<file path="src/rtl/vip_axi4_burst_addr_gen.sv">
// AXI4 address-channel burst expander: one request in, one address/strobe/index/last beat per transfer out.
// Optional VIP_AXI4_4K_CHECK_EN rejects INCR bursts that cross a 4 KB page.
module vip_axi4_burst_addr_gen #(
  parameter int ADDR_WIDTH_P = 32,
  parameter int DATA_WIDTH_P = 32,
  parameter int STRB_WIDTH_P = DATA_WIDTH_P / 8
) (
  input  logic                    clk,
  input  logic                    rst,
  input  logic                    cmd_valid,
  output logic                    cmd_ready,
  input  logic [ADDR_WIDTH_P-1:0] cmd_addr,
  input  logic [7:0]              cmd_len,
  input  logic [2:0]              cmd_size,
  input  logic [1:0]              cmd_burst,
  output logic                    cmd_err,
  output logic                    beat_valid,
  input  logic                    beat_ready,
  output logic [ADDR_WIDTH_P-1:0] beat_addr,
  output logic [STRB_WIDTH_P-1:0] beat_strb,
  output logic [7:0]              beat_idx,
  output logic                    beat_last,
  output logic                    busy
);

  localparam logic [ADDR_WIDTH_P-1:0] ONE       = ADDR_WIDTH_P'(1);
  localparam logic [ADDR_WIDTH_P-1:0] LANE_MASK = ADDR_WIDTH_P'(STRB_WIDTH_P - 1);
  localparam logic [1:0] BURST_FIXED = 2'b00;
  localparam logic [1:0] BURST_INCR  = 2'b01;
  localparam logic [1:0] BURST_WRAP  = 2'b10;
  localparam logic [1:0] BURST_RSVD  = 2'b11;

  typedef enum logic [1:0] {ST_IDLE, ST_BURST, ST_ERR} state_t;

  state_t state, state_n;

  logic                    cmd_ready_n, cmd_err_n, beat_valid_n, beat_last_n, busy_n;
  logic [ADDR_WIDTH_P-1:0] beat_addr_n;
  logic [STRB_WIDTH_P-1:0] beat_strb_n;
  logic [7:0]              beat_idx_n;

  logic [7:0]              len_q;
  logic [2:0]              size_q;
  logic [1:0]              burst_q;
  logic [ADDR_WIDTH_P-1:0] wmask_q;

  logic                    accept, illegal;
  logic [ADDR_WIDTH_P-1:0] bytes_c, total_c, bytes_q, nxt_addr, sum_addr;

  // Lanes from the address offset up to the end of the size-aligned container.
  function automatic logic [STRB_WIDTH_P-1:0] lane_strb(input logic [ADDR_WIDTH_P-1:0] a,
                                                       input logic [2:0] sz);
    logic [ADDR_WIDTH_P-1:0] nbytes, lo, hi;
    lane_strb = '0;
    nbytes    = ONE << sz;
    lo        = a & LANE_MASK;
    hi        = ((a & ~(nbytes - ONE)) & LANE_MASK) + nbytes - ONE;
    for (int unsigned i = 0; i < STRB_WIDTH_P; i++)
      lane_strb[i] = (ADDR_WIDTH_P'(i) >= lo) && (ADDR_WIDTH_P'(i) <= hi);
  endfunction

  assign accept  = cmd_valid && cmd_ready;
  assign bytes_c = ONE << cmd_size;
  assign total_c = (ADDR_WIDTH_P'(cmd_len) + ONE) << cmd_size;
  assign bytes_q = ONE << size_q;

`ifdef VIP_AXI4_4K_CHECK_EN
  logic [ADDR_WIDTH_P-1:0] last_byte_c;
  logic                    cross_4k;
  assign last_byte_c = (cmd_addr & ~(bytes_c - ONE)) + total_c - ONE;
  assign cross_4k    = (cmd_burst == BURST_INCR) &&
                       (last_byte_c[ADDR_WIDTH_P-1:12] != cmd_addr[ADDR_WIDTH_P-1:12]);
`else
  logic cross_4k;
  assign cross_4k = 1'b0;
`endif

  always_comb begin
    illegal = 1'b0;
    if (cmd_burst == BURST_RSVD)
      illegal = 1'b1;
    if ((32'd1 << cmd_size) > 32'(STRB_WIDTH_P))
      illegal = 1'b1;
    if (cmd_burst == BURST_WRAP) begin
      if (!(cmd_len inside {8'd1, 8'd3, 8'd7, 8'd15}))
        illegal = 1'b1;
      if ((cmd_addr & (bytes_c - ONE)) != '0)
        illegal = 1'b1;
    end
    if (cross_4k)
      illegal = 1'b1;
  end

  // WRAP start is size-aligned, so reaching a total-aligned address means we hit lower+total.
  always_comb begin
    sum_addr = beat_addr + bytes_q;
    nxt_addr = beat_addr;
    case (burst_q)
      BURST_INCR: nxt_addr = (beat_addr & ~(bytes_q - ONE)) + bytes_q;
      BURST_WRAP: nxt_addr = ((sum_addr & wmask_q) == '0) ? (beat_addr & ~wmask_q) : sum_addr;
      default:    nxt_addr = beat_addr;
    endcase
  end

  always_comb begin
    state_n      = state;
    cmd_ready_n  = cmd_ready;
    cmd_err_n    = 1'b0;
    beat_valid_n = beat_valid;
    beat_addr_n  = beat_addr;
    beat_strb_n  = beat_strb;
    beat_idx_n   = beat_idx;
    beat_last_n  = beat_last;
    busy_n       = busy;
    case (state)
      ST_IDLE: begin
        cmd_ready_n = 1'b1;
        if (accept) begin
          cmd_ready_n = 1'b0;
          if (illegal) begin
            cmd_err_n = 1'b1;
            state_n   = ST_ERR;
          end else begin
            state_n      = ST_BURST;
            busy_n       = 1'b1;
            beat_valid_n = 1'b1;
            beat_addr_n  = cmd_addr;
            beat_strb_n  = lane_strb(cmd_addr, cmd_size);
            beat_idx_n   = 8'd0;
            beat_last_n  = (cmd_len == 8'd0);
          end
        end
      end
      ST_ERR: begin
        cmd_ready_n = 1'b1;
        state_n     = ST_IDLE;
      end
      ST_BURST: begin
        if (beat_ready) begin
          if (beat_last) begin
            state_n      = ST_IDLE;
            beat_valid_n = 1'b0;
            busy_n       = 1'b0;
            cmd_ready_n  = 1'b1;
          end else begin
            beat_addr_n = nxt_addr;
            beat_strb_n = lane_strb(nxt_addr, size_q);
            beat_idx_n  = beat_idx + 8'd1;
            beat_last_n = ((beat_idx + 8'd1) == len_q);
          end
        end
      end
      default: state_n = ST_IDLE;
    endcase
  end

  always_ff @(posedge clk or posedge rst) begin
    if (rst) begin
      state      <= ST_IDLE;
      cmd_ready  <= 1'b0;
      cmd_err    <= 1'b0;
      beat_valid <= 1'b0;
      beat_addr  <= '0;
      beat_strb  <= '0;
      beat_idx   <= '0;
      beat_last  <= 1'b0;
      busy       <= 1'b0;
    end else begin
      state      <= state_n;
      cmd_ready  <= cmd_ready_n;
      cmd_err    <= cmd_err_n;
      beat_valid <= beat_valid_n;
      beat_addr  <= beat_addr_n;
      beat_strb  <= beat_strb_n;
      beat_idx   <= beat_idx_n;
      beat_last  <= beat_last_n;
      busy       <= busy_n;
    end
  end

  always_ff @(posedge clk or posedge rst) begin
    if (rst) begin
      len_q   <= '0;
      size_q  <= '0;
      burst_q <= BURST_FIXED;
      wmask_q <= '0;
    end else if (accept) begin
      len_q   <= cmd_len;
      size_q  <= cmd_size;
      burst_q <= cmd_burst;
      wmask_q <= total_c - ONE;
    end
  end

endmodule
</file>
<file path="config.mk">
export PLATFORM = sky130hd
export DESIGN_NAME = vip_axi4_burst_addr_gen
export DESIGN_NICKNAME = d
export VERILOG_FILES = /design/src/rtl/vip_axi4_burst_addr_gen.sv
export SDC_FILE = /design/constraint.sdc
export NUM_CORES = 1
export LEC_CHECK = 0
export CAP_MARGIN = 20
export CORE_ASPECT_RATIO = 1.5
export CORE_MARGIN = 5
export CORE_UTILIZATION = 54
export DETAILED_ROUTE_END_ITERATION = 10
export PLACE_DENSITY = 0.84
export SLEW_MARGIN = 20
export SYNTH_ARGS = -nofsm -noshare
export SYNTH_HDL_FRONTEND = slang
export SYNTH_SLANG_ARGS = --single-unit
</file>
<file path="constraint.sdc">
create_clock -name clk -period 7 [get_ports clk]
set_clock_uncertainty 0.05 [all_clocks]
set_input_delay 1.4 -clock clk [delete_from_list [all_inputs] [get_ports clk]]
set_output_delay 1.4 -clock clk [all_outputs]
set_load 0.1 [all_outputs]
</file>
==> out/metrics.yaml <==
worst_setup_path:
  end_kind: "flip-flop"
  cp_max_fo: 14
  reg2reg_slack_ns: 0.38
  ff2ff_path_depth: 31
  cp-startpoint: "size_q[0]"
  cpLargestDelayFamily: "compound AO/OA/AOI/OAI gates"
  crit_arrival_ns: 6.87
  worstSetupPathType: "reg -> reg"
  worstPathBufferInverterCount: 2
  reg2reg_to: "beat_strb[2]"
  cpMaxStageDelayCell: "dfrtp_2"
  r2r_start: "size_q[0]"
  cp.depth: 31
  critPathCapture: "beat_strb[2]"
  cpPeakStageDelay_ns: 0.52
  cp.required_ns: 7.24
  cp-start-kind: "flip-flop"
clock_network:
  clockBufferDepth: 2
  cts_made_buffers: 9
  cts_max_level: 3
  path_clk_slew_ns: 0.08
  clkSinkCount: 94
  hold_buffers: 0
  cts_tree: "done"
  root_buffer: "clkbuf_16"
  clock_latency_ns: 0.37
timing:
  fin_crit_ns: 6.62
  setup_ws_ns: 0.376
  fin_tns_setup_ns: 0
  period_share: 0.946
  hold_viol_final: 0
  setup_viol_count_final: 0
  worst_slew_pin_slew_ns: 1.17
  maxSlewViolCount: 0
  max_freq_mhz: 151
  slew_headroom: 0.210
final_layout:
  area_growth_pct: 16.2
  antennaDiodeCount: 0
  post-route-util: 0.639
  fin_cells: 1581
  final_layout_size_suffix_gt1_frac: 0.102
  nNetsFinal: 1451
yosys:
  synth_top_area_cell: "dfrtp_1"
  synth_seq_cells: 94
  synth_edf_count: 0
  synth_common_cells: "nand2_1 (143), dfrtp_1 (94), nor2_1 (86)"
  ys_seq_area_frac: 0.238
  syn_inst: 1294
  synth_nets: 1386
  yosys_most_used_dff: "dfrtp_1"
  synth_most_common_cell: "nand2_1"
  avgSynthCellArea_um2: 7.63
  ys_top_cells_by_area: "dfrtp_1 (24%), nand2_1 (5.4%), ha_1 (5.3%)"
  ys_types: 100
  synth_top_area_share: 0.238
  ys_async_sr_fraction: 1.00
  ys_warn_count: 0
  synth_area_um2: 9870
detailed_routing:
  wire_per_inst_um: 23.9
  remaining_drc_errors: 0
  dr.pass1.iters: 6
  vias_per_cell: 6.82
  drt_iter0_drc: 1170
  antenna_left: 0
  routed_wirelength_um: 37800
  num_vias: 10800
place:
  placed_cells_incl_taps: 1563
  pre_cts_ws_ns: 0.180
  gp_congestion: 1.03
  portBuffers: 97
  dp_hpwl_um: 29000
power_and_ir_drop:
  vdd.ir_drop.worst_v: 0.000262
  power_mw: 5.19
  p_leak_nw: 4.56
  power_density_nw_per_um2: 453
global_route:
  track_usage: 0.354
  grt_pass1_vias: 10500
  grt_pass1_wl_um: 58200
  antenna_found_initial: 0
  grt_max_degree: 74
  grt_overflow_total: 0
floorplan:
  dieArea_um2: 21100
  initial_core_util: 0.550
  fp.dieW_um: 120
  row_count: 60
  io_pins: 98
  chipHeight_um: 176
  core_um2: 17900
outcome:
  status: "completed"
job:
  cap_violations: 0
worst_hold_path:
  min_path_type: "reg -> reg"
-- cell type report --
| type | instances | area, um^2 |
|---|---|---|
| Tap cell | 217 | 272 |
| Multi-Input combinational cell | 1040 | 6910 |
| Fill cell | 1599 | 6470 |
| Clock inverter | 6 | 52.6 |
| Inverter | 62 | 238 |
| Timing Repair Buffer | 152 | 1400 |
| Sequential cell | 94 | 2350 |
| Clock buffer | 10 | 239 |
-- kinds of logic (layout without fill, tap and decap cells) --
| kind of cell | Yosys count | count (layout) | synth area share |
|---|---|---|---|
| AND/OR/NAND/NOR | 479 | 479 | 0.248 |
| AO/OA/AOI/OAI | 400 | 400 | 0.278 |
| buffers and inverters | 160 | 230 | 0.0664 |
| flip-flops | 94 | 94 | 0.238 |
| XOR/XNOR | 84 | 84 | 0.0746 |
| adder cells (fa/ha/maj) | 43 | 43 | 0.0553 |
| multiplexers | 34 | 34 | 0.0391 |
-- layer usage --
layer	vias up	track usage	wire length (um)
met4	0	0.256	3260
met2	615	0.624	18900
met3	192	0.0528	2540
li1	4851	-	-
met5	-	0	0
met1	5127	0.379	13100
-- where the power goes --
group | total (mW) | switching (mW) | internal (mW)
Sequential | 1.10 | 0.372 | 0.726
Clock | 0.507 | 0.250 | 0.257
Combinational | 3.59 | 2.43 | 1.16
Total | 5.19 | 3.05 | 2.14
-- cell usage in the layout, fill, tap and decap left out, drive strengths merged, types with 13 or more instances in the layout --
cell type / instances
a21o: 23
a21oi: 79
a221oi: 14
a31oi: 22
and3: 21
buf: 55
clkdlybuf4s50: 97
dfrtp: 94
ha: 42
inv: 63
mux2: 13
mux2i: 19
nand2: 146
nand2b: 22
nand3: 41
nand4: 20
nor2: 87
nor3: 34
nor4: 14
o21ai: 108
o32ai: 17
or2: 14
or3: 17
xnor2: 52
xor2: 32
-- how the worst min path moves through the flow --
stage / startpoint / endpoint / cells past startpoint
after floorplan: wmask_q[25] / wmask_q[25] / 1
after global placement: wmask_q[25] / wmask_q[25] / 1
after detailed placement: wmask_q[25] / wmask_q[25] / 1
after CTS: wmask_q[25] / wmask_q[25] / 1
after global routing: wmask_q[25] / wmask_q[25] / 1
final: wmask_q[25] / wmask_q[25] / 1
-- stage by stage --
step                cell area (um^2)  hold WS, ns
floorplan                       9870        0.400
global placement               11100        0.414
detailed placement             11100        0.425
CTS                            11400        0.443
global route                   11500        0.461
finish                         11500        0.438
-- repair_timing --
item | 4_1_cts | 5_1_grt
resized for setup | 0 | 11
buffers inserted | 0 | 1
setup endpoints to repair | 0 | 3
hold endpoints to repair | 0 | 0
-- sequential cells by signal, indices dropped and copies added, names as in the netlist --
register / flops
beat_addr: 32
wmask_q: 31
beat_idx: 8
len_q: 8
beat_strb: 4
size_q: 3
burst_q: 2
state: 2
beat_last: 1
busy: 1
cmd_err: 1
cmd_ready: 1
Note: power is estimated with default switching activity, not from simulation.
